**src/rtl/log_arb_pkg.sv**
```systemverilog
// Shared constants and FSM state type for the two-source log-line arbiter.
package log_arb_pkg;

  localparam int MAX_LINE_DEFAULT = 64;

  localparam logic [7:0] CH_CARET = 8'h5E;
  localparam logic [7:0] CH_HASH  = 8'h23;
  localparam logic [7:0] CH_IDLE  = 8'h00;

  typedef enum logic {
    ST_IDLE = 1'b0,
    ST_LOCK = 1'b1
  } arb_state_e;

endpackage

```
**src/rtl/log_rr_pick.sv**
```systemverilog
// Two-way round-robin pick: the source named by rr wins if valid, otherwise the other one.
module log_rr_pick (
  input  logic [1:0] valid,
  input  logic       rr,
  output logic [1:0] grant
);

  always_comb begin
    grant = 2'b00;
    if (!rr) begin
      if (valid[0])      grant = 2'b01;
      else if (valid[1]) grant = 2'b10;
    end else begin
      if (valid[1])      grant = 2'b10;
      else if (valid[0]) grant = 2'b01;
    end
  end

endmodule

```
**src/rtl/log_line_arbiter.sv**
```systemverilog
// Locks the trace-checker character stream to one source from '^' to '#', aborting on stall or overlong lines.
// Defining LOG_ARB_RESULT_EN adds capture of the per-line checker verdict on res_*.
module log_line_arbiter
  import log_arb_pkg::*;
#(
  parameter int MAX_LINE = MAX_LINE_DEFAULT
) (
  input  logic       clk,
  input  logic       reset,
  input  logic       s0_valid,
  input  logic [7:0] s0_char,
  output logic       s0_ready,
  input  logic       s1_valid,
  input  logic [7:0] s1_char,
  output logic       s1_ready,
  output logic [7:0] chk_char,
  input  logic [1:0] chk_format_type,
  input  logic [3:0] chk_error_code,
  output logic       abort,
  output logic       res_valid,
  output logic       res_src,
  output logic [1:0] res_format,
  output logic [3:0] res_error,
  output arb_state_e dbg_state,
  output logic       dbg_owner,
  output logic       dbg_rr
);

  localparam int CNT_W = $clog2(MAX_LINE + 1);
  localparam logic [CNT_W-1:0] MAX_CNT = CNT_W'(MAX_LINE);
  localparam logic [CNT_W-1:0] ONE_CNT = CNT_W'(1);

  arb_state_e       state_q;
  logic             rr_q;
  logic             owner_q;
  logic             abort_q;
  logic [CNT_W-1:0] cnt_q;
  logic [7:0]       chk_char_q;

  logic [1:0]       grant;
  logic [1:0]       ready;
  logic             own_valid;
  logic             at_max;
  logic             acc;
  logic             acc_src;
  logic [7:0]       acc_char;
  logic [CNT_W-1:0] cnt_inc;

  log_rr_pick u_rr_pick (
    .valid ({s1_valid, s0_valid}),
    .rr    (rr_q),
    .grant (grant)
  );

  assign own_valid = owner_q ? s1_valid : s0_valid;
  assign at_max    = (cnt_q >= MAX_CNT);
  assign cnt_inc   = at_max ? cnt_q : cnt_q + ONE_CNT;

  // Handshake: a character transfers on the rising edge where sN_valid and sN_ready are both
  // high; ready is combinational from the current valids and is held low during reset.
  always_comb begin
    ready = 2'b00;
    if (!reset) begin
      if (state_q == ST_IDLE) ready = grant;
      else if (!at_max)       ready = owner_q ? {own_valid, 1'b0} : {1'b0, own_valid};
    end
  end

  assign acc      = |ready;
  assign acc_src  = ready[1];
  assign acc_char = ready[1] ? s1_char : s0_char;

  always_ff @(posedge clk) begin
    if (reset) begin
      state_q    <= ST_IDLE;
      rr_q       <= 1'b0;
      owner_q    <= 1'b0;
      cnt_q      <= '0;
      chk_char_q <= CH_IDLE;
      abort_q    <= 1'b0;
    end else begin
      chk_char_q <= CH_IDLE;
      abort_q    <= 1'b0;
      case (state_q)
        ST_IDLE: begin
          // Anything other than a line start is dropped without moving the pointer.
          if (acc && acc_char == CH_CARET) begin
            chk_char_q <= acc_char;
            owner_q    <= acc_src;
            cnt_q      <= ONE_CNT;
            state_q    <= ST_LOCK;
          end
        end
        ST_LOCK: begin
          if (acc) begin
            chk_char_q <= acc_char;
            if (acc_char == CH_HASH) begin
              state_q <= ST_IDLE;
              rr_q    <= ~owner_q;
            end else if (acc_char == CH_CARET) begin
              cnt_q <= ONE_CNT;
            end else begin
              cnt_q <= cnt_inc;
            end
          end else begin
            // Owner stalled or the line hit MAX_LINE: give the other source the next turn.
            abort_q <= 1'b1;
            state_q <= ST_IDLE;
            rr_q    <= ~owner_q;
          end
        end
        default: state_q <= ST_IDLE;
      endcase
    end
  end

  assign s0_ready  = ready[0];
  assign s1_ready  = ready[1];
  assign chk_char  = chk_char_q;
  assign abort     = abort_q;
  assign dbg_state = state_q;
  assign dbg_owner = owner_q;
  assign dbg_rr    = rr_q;

`ifdef LOG_ARB_RESULT_EN
  logic       hash_acc;
  logic [1:0] hash_pipe_q;
  logic [1:0] src_pipe_q;
  logic       res_valid_q;
  logic       res_src_q;
  logic [1:0] res_format_q;
  logic [3:0] res_error_q;

  assign hash_acc = (state_q == ST_LOCK) && acc && (acc_char == CH_HASH);

  // The verdict for a '#' accepted at edge k is on the checker inputs just before edge k+2.
  always_ff @(posedge clk) begin
    if (reset) begin
      hash_pipe_q  <= 2'b00;
      src_pipe_q   <= 2'b00;
      res_valid_q  <= 1'b0;
      res_src_q    <= 1'b0;
      res_format_q <= 2'b00;
      res_error_q  <= 4'b0000;
    end else begin
      hash_pipe_q  <= {hash_pipe_q[0], hash_acc};
      src_pipe_q   <= {src_pipe_q[0], owner_q};
      res_valid_q  <= hash_pipe_q[1];
      res_src_q    <= hash_pipe_q[1] & src_pipe_q[1];
      res_format_q <= hash_pipe_q[1] ? chk_format_type : 2'b00;
      res_error_q  <= hash_pipe_q[1] ? chk_error_code : 4'b0000;
    end
  end

  assign res_valid  = res_valid_q;
  assign res_src    = res_src_q;
  assign res_format = res_format_q;
  assign res_error  = res_error_q;
`else
  logic unused_chk;
  assign unused_chk = ^{chk_format_type, chk_error_code};

  assign res_valid  = 1'b0;
  assign res_src    = 1'b0;
  assign res_format = 2'b00;
  assign res_error  = 4'b0000;
`endif

endmodule

```
**config.mk**
```make
export PLATFORM = sky130hd
export DESIGN_NAME = log_line_arbiter
export DESIGN_NICKNAME = d
export VERILOG_FILES = /design/src/rtl/log_arb_pkg.sv /design/src/rtl/log_rr_pick.sv /design/src/rtl/log_line_arbiter.sv
export SDC_FILE = /design/constraint.sdc
export NUM_CORES = 1
export LEC_CHECK = 0
export CORE_MARGIN = 2
export CORE_UTILIZATION = 45
export DETAILED_ROUTE_END_ITERATION = 7
export PLACE_DENSITY = 0.84
export SYNTH_ARGS = -nofsm -noshare
export SYNTH_HDL_FRONTEND = slang
export SYNTH_SLANG_ARGS = --single-unit
```
**constraint.sdc**
```tcl
create_clock -name clk -period 4.6 [get_ports clk]
set_input_delay 0.69 -clock clk [delete_from_list [all_inputs] [get_ports clk]]
set_output_delay 0.69 -clock clk [all_outputs]
set_load 0.05 [all_outputs]
```
## Yosys cells after proc, flatten, opt, wreduce, memory -nomap -nowiden

Cells that the tools add are included.

| storage, ports and cells | value |
|---|---|
| input bits | 26 |
| register bits after elaboration | 19 |
| output and inout port bits | 22 |

| operators by class | value |
|---|---|
| order comparisons | 1 |
| mux-type cells | 27 |
| $add $sub $neg | 1 |
| reductions and logical operators | 6 |
| bitwise operators | 2 |
| equal/unequal tests | 7 |

Operators by type and width:

| cell | count |
|---|---|
| $mux 7 | 5 |
| $mux 8 | 3 |
| $mux 2 | 8 |
| $pmux 8 s2 | 1 |
| $pmux 7 s2 | 1 |
| $eq 8x6->1 const B | 1 |
| $eq 8x7->1 const B | 1 |
| $mux 1 | 8 |
| $add 7x1->7 const B | 1 |
| $ge 7x7->1 const B | 1 |
| $ne 2x1->1 const B | 3 |
| $reduce_and 2->1 | 2 |
| $reduce_and 4->1 | 1 |
| $reduce_or 2->1 | 2 |
| $ne 3x2->1 const B | 1 |
| $ne 2x2->1 const B | 1 |
| $not 1->1 | 2 |
| $pmux 1 s2 | 1 |
| $logic_and 1x1->1 | 1 |

## Logic depth before layout (Yosys ltp)

| logic depth | value |
|---|---|
| depth after elaboration | 11 |
| depth in mapped cells | 7 |
| mapped depth without buffers | 6 |

## Cells and area by module

Synthesis repeated with hierarchy kept, for this count alone.

| second synthesis, totals | value |
|---|---|
| cells, all modules | 117 |
| area total of the unflattened synthesis | 1077.3 µm² |

By module, submodules not included:

| module | sequential area each (µm²) | times used | cells each | area each (µm²) |
|---|---|---|---|---|
| log_line_arbiter | 380.4 | 1 | 114 | 1058.5 |
| log_rr_pick | 0.0 | 1 | 3 | 18.8 |

## Worst setup path before layout

No wires, ideal clock.

| timing path | value |
|---|---|
| kind | input -> output |
| start | in s0_valid |
| end | out s1_ready |
| required time | 3.910 ns |
| arrival | 1.668 ns |
| cell stages on the path | 4 |
| path slack | 2.242 ns |
| cell sequence | nor3b_2 a2111o_2 inv_4 buf_6 |

| on the way | value |
|---|---|
| longest elaborated chain between the ends | 5 |

Ends and longest elaborated chain:

| item | RTL line | RTL |
|---|---|---|
| from (decl) | log_line_arbiter.sv:10 | `input logic s0_valid,` |
| $mux 1 | log_line_arbiter.sv:55 | `assign own_valid = owner_q ? s1_valid : s0_valid;` |
| $mux 2 (2 in a row) | log_line_arbiter.sv:65 | `else if (!at_max) ready = owner_q ? {own_valid, 1'b0} : {1'b0, own_valid};` |
| $mux 2 * | log_line_arbiter.sv:64 | `if (state_q == ST_IDLE) ready = grant;` |
| $mux 2 * | log_line_arbiter.sv:63 | `if (!reset) begin` |
| to (decl) | log_line_arbiter.sv:15 | `output logic s1_ready,` |

Mark *: on every way between the ends. The rest lies on a longest branch, timed or not.

## Worst setup path after layout

| timing path | value |
|---|---|
| start | in reset |
| end | out s1_ready |

| on the way | value |
|---|---|
| longest elaborated chain between the ends | 1 |

Ends and longest elaborated chain:

| item | RTL line | RTL |
|---|---|---|
| from (decl) | log_line_arbiter.sv:9 | `input logic reset,` |
| $mux 2 | log_line_arbiter.sv:63 |  |

Every way passes these cells.

==> results by group <==
Power
  – Max IR drop VDD: 0.000156 V
  – NetSw: 0.0865 mW
  – Sequential Power Share: 0.538
  – Clock share of power: 0.276
  – Power consumption: between 0.3 and 0.4 mW
  – Power per standard cell area: 208 nW/um2
  – Sw Share: 0.282
  – Lkg Pwr: 0.556 nW
  – Combinational share of power: 0.185
  – Cell Int Power: around 0.22 mW

Clock network
  – Clock Root Buffer: clkbuf_4
  – Post-CTS Setup Bufs: 0
  – Cts bufs inserted: 3
  – Insertion delay to the later sink of the worst-skew pair: about 300 ps
  – Worst-path clk slew: about 110 ps
  – Clock Sinks: 19
  – CTS resizes: 0
  – H-tree levels: 1
  – Hold-fix buffers at CTS: 0
  – CTS tree: yes
  – Maximum buffer depth of the clock tree: 2

Routing
  – Total routed wirelength: 2440 um
  – DR pass1 iterations: 7
  – Number of antenna-violating nets in the routed design: 0
  – Overall via count from detail_route: slightly above 1000
  – Violation count after the first detailed-route iteration: 14
  – Wire per inst: 13.1 um
  – DRC Markers: 0
  – Vias/cell: ~5.5

Min path
  – Hold path depth: 2
  – Hold Crit Start: cnt_q[1]
  – Worst hold path class: reg -> reg
  – Worst hold endpoint: cnt_q[1]

STA
  – Unrepaired setup endpoints after global routing: false
  – Finish-stage setup viols: 0
  – Slew HR: 0.408
  – Final Hold Viols: 0
  – Pins Over Slew Limit: 0
  – Fin crit share: 0.778
  – Worst-margin pin slew: ~880 ps
  – Setup_tns: 0 ps
  – Final min period: about 3600 ps
  – Clk_skew: roughly 3.3 ps
  – FMAX: between 0.2 and 0.3 GHz

Synthesis
  – Number of synthesis warnings: 0
  – Post-synth EDFFs: 0
  – Sequential-to-total area share from yosys stat: 0.333
  – Post-synth ARST share: 0
  – Synth unique cells: 39
  – Mean Syn Cell Area: just over 9 um2
  – Predominant post-synthesis flop cell: dfxtp_1
  – Post-Syn Area: between 1000 and 1500 um2
  – Yosys reg bits: 19
  – Cells after Synth: 124

Die
  – Die ar.: approximately 3000 um2
  – Core Area: between 2000 and 2500 um2
  – # rows: 18
  – Die Wd: ~54 um
  – Initial Util: 0.469
  – I/O Pins: 48
  – Die height: 54.4 um

Global route
  – GR Overflow Total: 0
  – First-pass GRT wire length: around 4100 um
  – Vias in the first global route: a little over 900
  – Initial antenna violation count: 0
  – Largest net degree at the start of global routing: 15
  – Tot GR Track Use: 0.186

Finish
  – Antenna cells: 0
  – Layout Nets: roughly 190
  – Post-Layout Cell Count: 187
  – Core Util, Final: 0.606
  – # fillers: 220
  – Fraction of layout instances using a drive strength above 1: 0.0828
  – Synth-to-layout area growth: 29.3%

Status
  – Status: completed

Worst setup path
  – CP startpoint kind: input pin
  – WP data arrival: roughly 2900 ps
  – Worst EP required: 3910 ps
  – R2r setup slk: ~2300 ps
  – Critical path fanouts, max: 14
  – FF-to-FF path depth: 6
  – FF-to-FF End: cnt_q[4]
  – WS Path Type: in -> out
  – CP Capture Type: primary output
  – Reg2reg start: dbg_state

Placed design
  – # placed instances: 183
  – DP HPWL: 1920 um
  – I/O Buffers: 33
  – Routability Congestion: about 0.83

Job
  – Max Cap Viol: 0
cell usage after synthesis (all sizes together), types with 2 or more instances:
library cell	count	area share
dfxtp	19	0.33
nor2	15	0.049
inv	12	0.042
buf	11	0.077
mux2i	11	0.096
and3	4	0.022
nand2	4	0.013
nand3	4	0.018
nor4bb	4	0.035
o211ai	4	0.038
o21ai	4	0.021
o311ai	4	0.031
nor2b	3	0.016
a2bb2oi	2	0.015
and4	2	0.015
ha	2	0.022
nand3b	2	0.013
nand4b	2	0.015
nor4	2	0.024
layout make-up:
class	count	area [um2]	share of cell area
Sequential cell	19	380	0.258
Tap cell	30	37.5	0.0254
Clock inverter	1	5.00	0.00339
Multi-Input combinational cell	89	652	0.442
Inverter	12	47.5	0.0322
Clock buffer	3	22.5	0.0153
Timing Repair Buffer	33	330	0.224
state kept, by name, indices dropped and copies added, names as in the netlist:
signal,cells
dbg_owner,1
dbg_state,1
chk_char,8
abort,1
dbg_rr,1
cnt_q,7
critical path, cell delays in order:
cell             delay [ps]
clkdlybuf4s50_1         590
a2111o_2                580
inv_4                   190
clkdlybuf4s50_1         840
stage by stage:
step	cell area (um2)	setup WS [ps]	hold slack, ps
2_1_floorplan	1170	2240	460
3_3_place_gp	1450	1020	473
3_5_place_dp	1450	1020	493
4_1_cts	1480	1010	509
5_1_grt	1480	928	541
6_report	1480	1020	506
cell families after synthesis:
family                   count (synthesis)  share of synthesized area
AND/OR/NAND/NOR                         47                      0.258
buffers and inverters                   23                      0.118
AO/OA/AOI/OAI                           21                      0.169
flip-flops                              19                      0.333
multiplexers                            11                     0.0965
adder cells (fa/ha/maj)                  2                     0.0219
other                                    1                    0.00329
worst max-delay path by stage:
| stage | from | to | slack, ps | cells after the start |
|---|---|---|---|---|
| 2_1_floorplan | s0_valid | s1_ready | 2240 | 4 |
| 3_3_place_gp | reset | s1_ready | 1020 | 4 |
| 3_5_place_dp | reset | s1_ready | 1020 | 4 |
| 4_1_cts | reset | s1_ready | 1010 | 4 |
| 5_1_grt | reset | s1_ready | 930 | 4 |
| 6_report | reset | s1_ready | 1020 | 4 |
cells in the final DEF (no fill, tap or decap), types with 3 or more instances in the layout:
cell / count
clkdlybuf4s50_1: 33
clkbuf_4: 3
conb_1: 8
o311ai_1: 4
nor2_1: 15
and3_1: 4
nand3_1: 4
dfxtp_1: 19
nor4bb_1: 4
nor2b_1: 3
mux2i_1: 11
inv_1: 11
nand2_1: 4
o211ai_1: 3
power groups by stage:
stage	Sequential (mW)	Clock [mW]	Combinational, mW
after floorplan	0.170	0	0.0382
after global placement	0.169	0	0.0561
after detailed placement	0.169	0	0.0567
after CTS	0.165	0.0869	0.0569
after global routing	0.166	0.0906	0.0606
final	0.165	0.0850	0.0569
metal layers:
metal | wire [um] | track usage | vias up
met5 | 0 | 0 | -
met4 | 22 | 0.0625 | 0
met3 | 144 | 0.0383 | 3
met2 | 1240 | 0.321 | 35
met1 | 1040 | 0.228 | 487
li1 | - | - | 508
No activity file was read; power rests on OpenSTA's default activity.
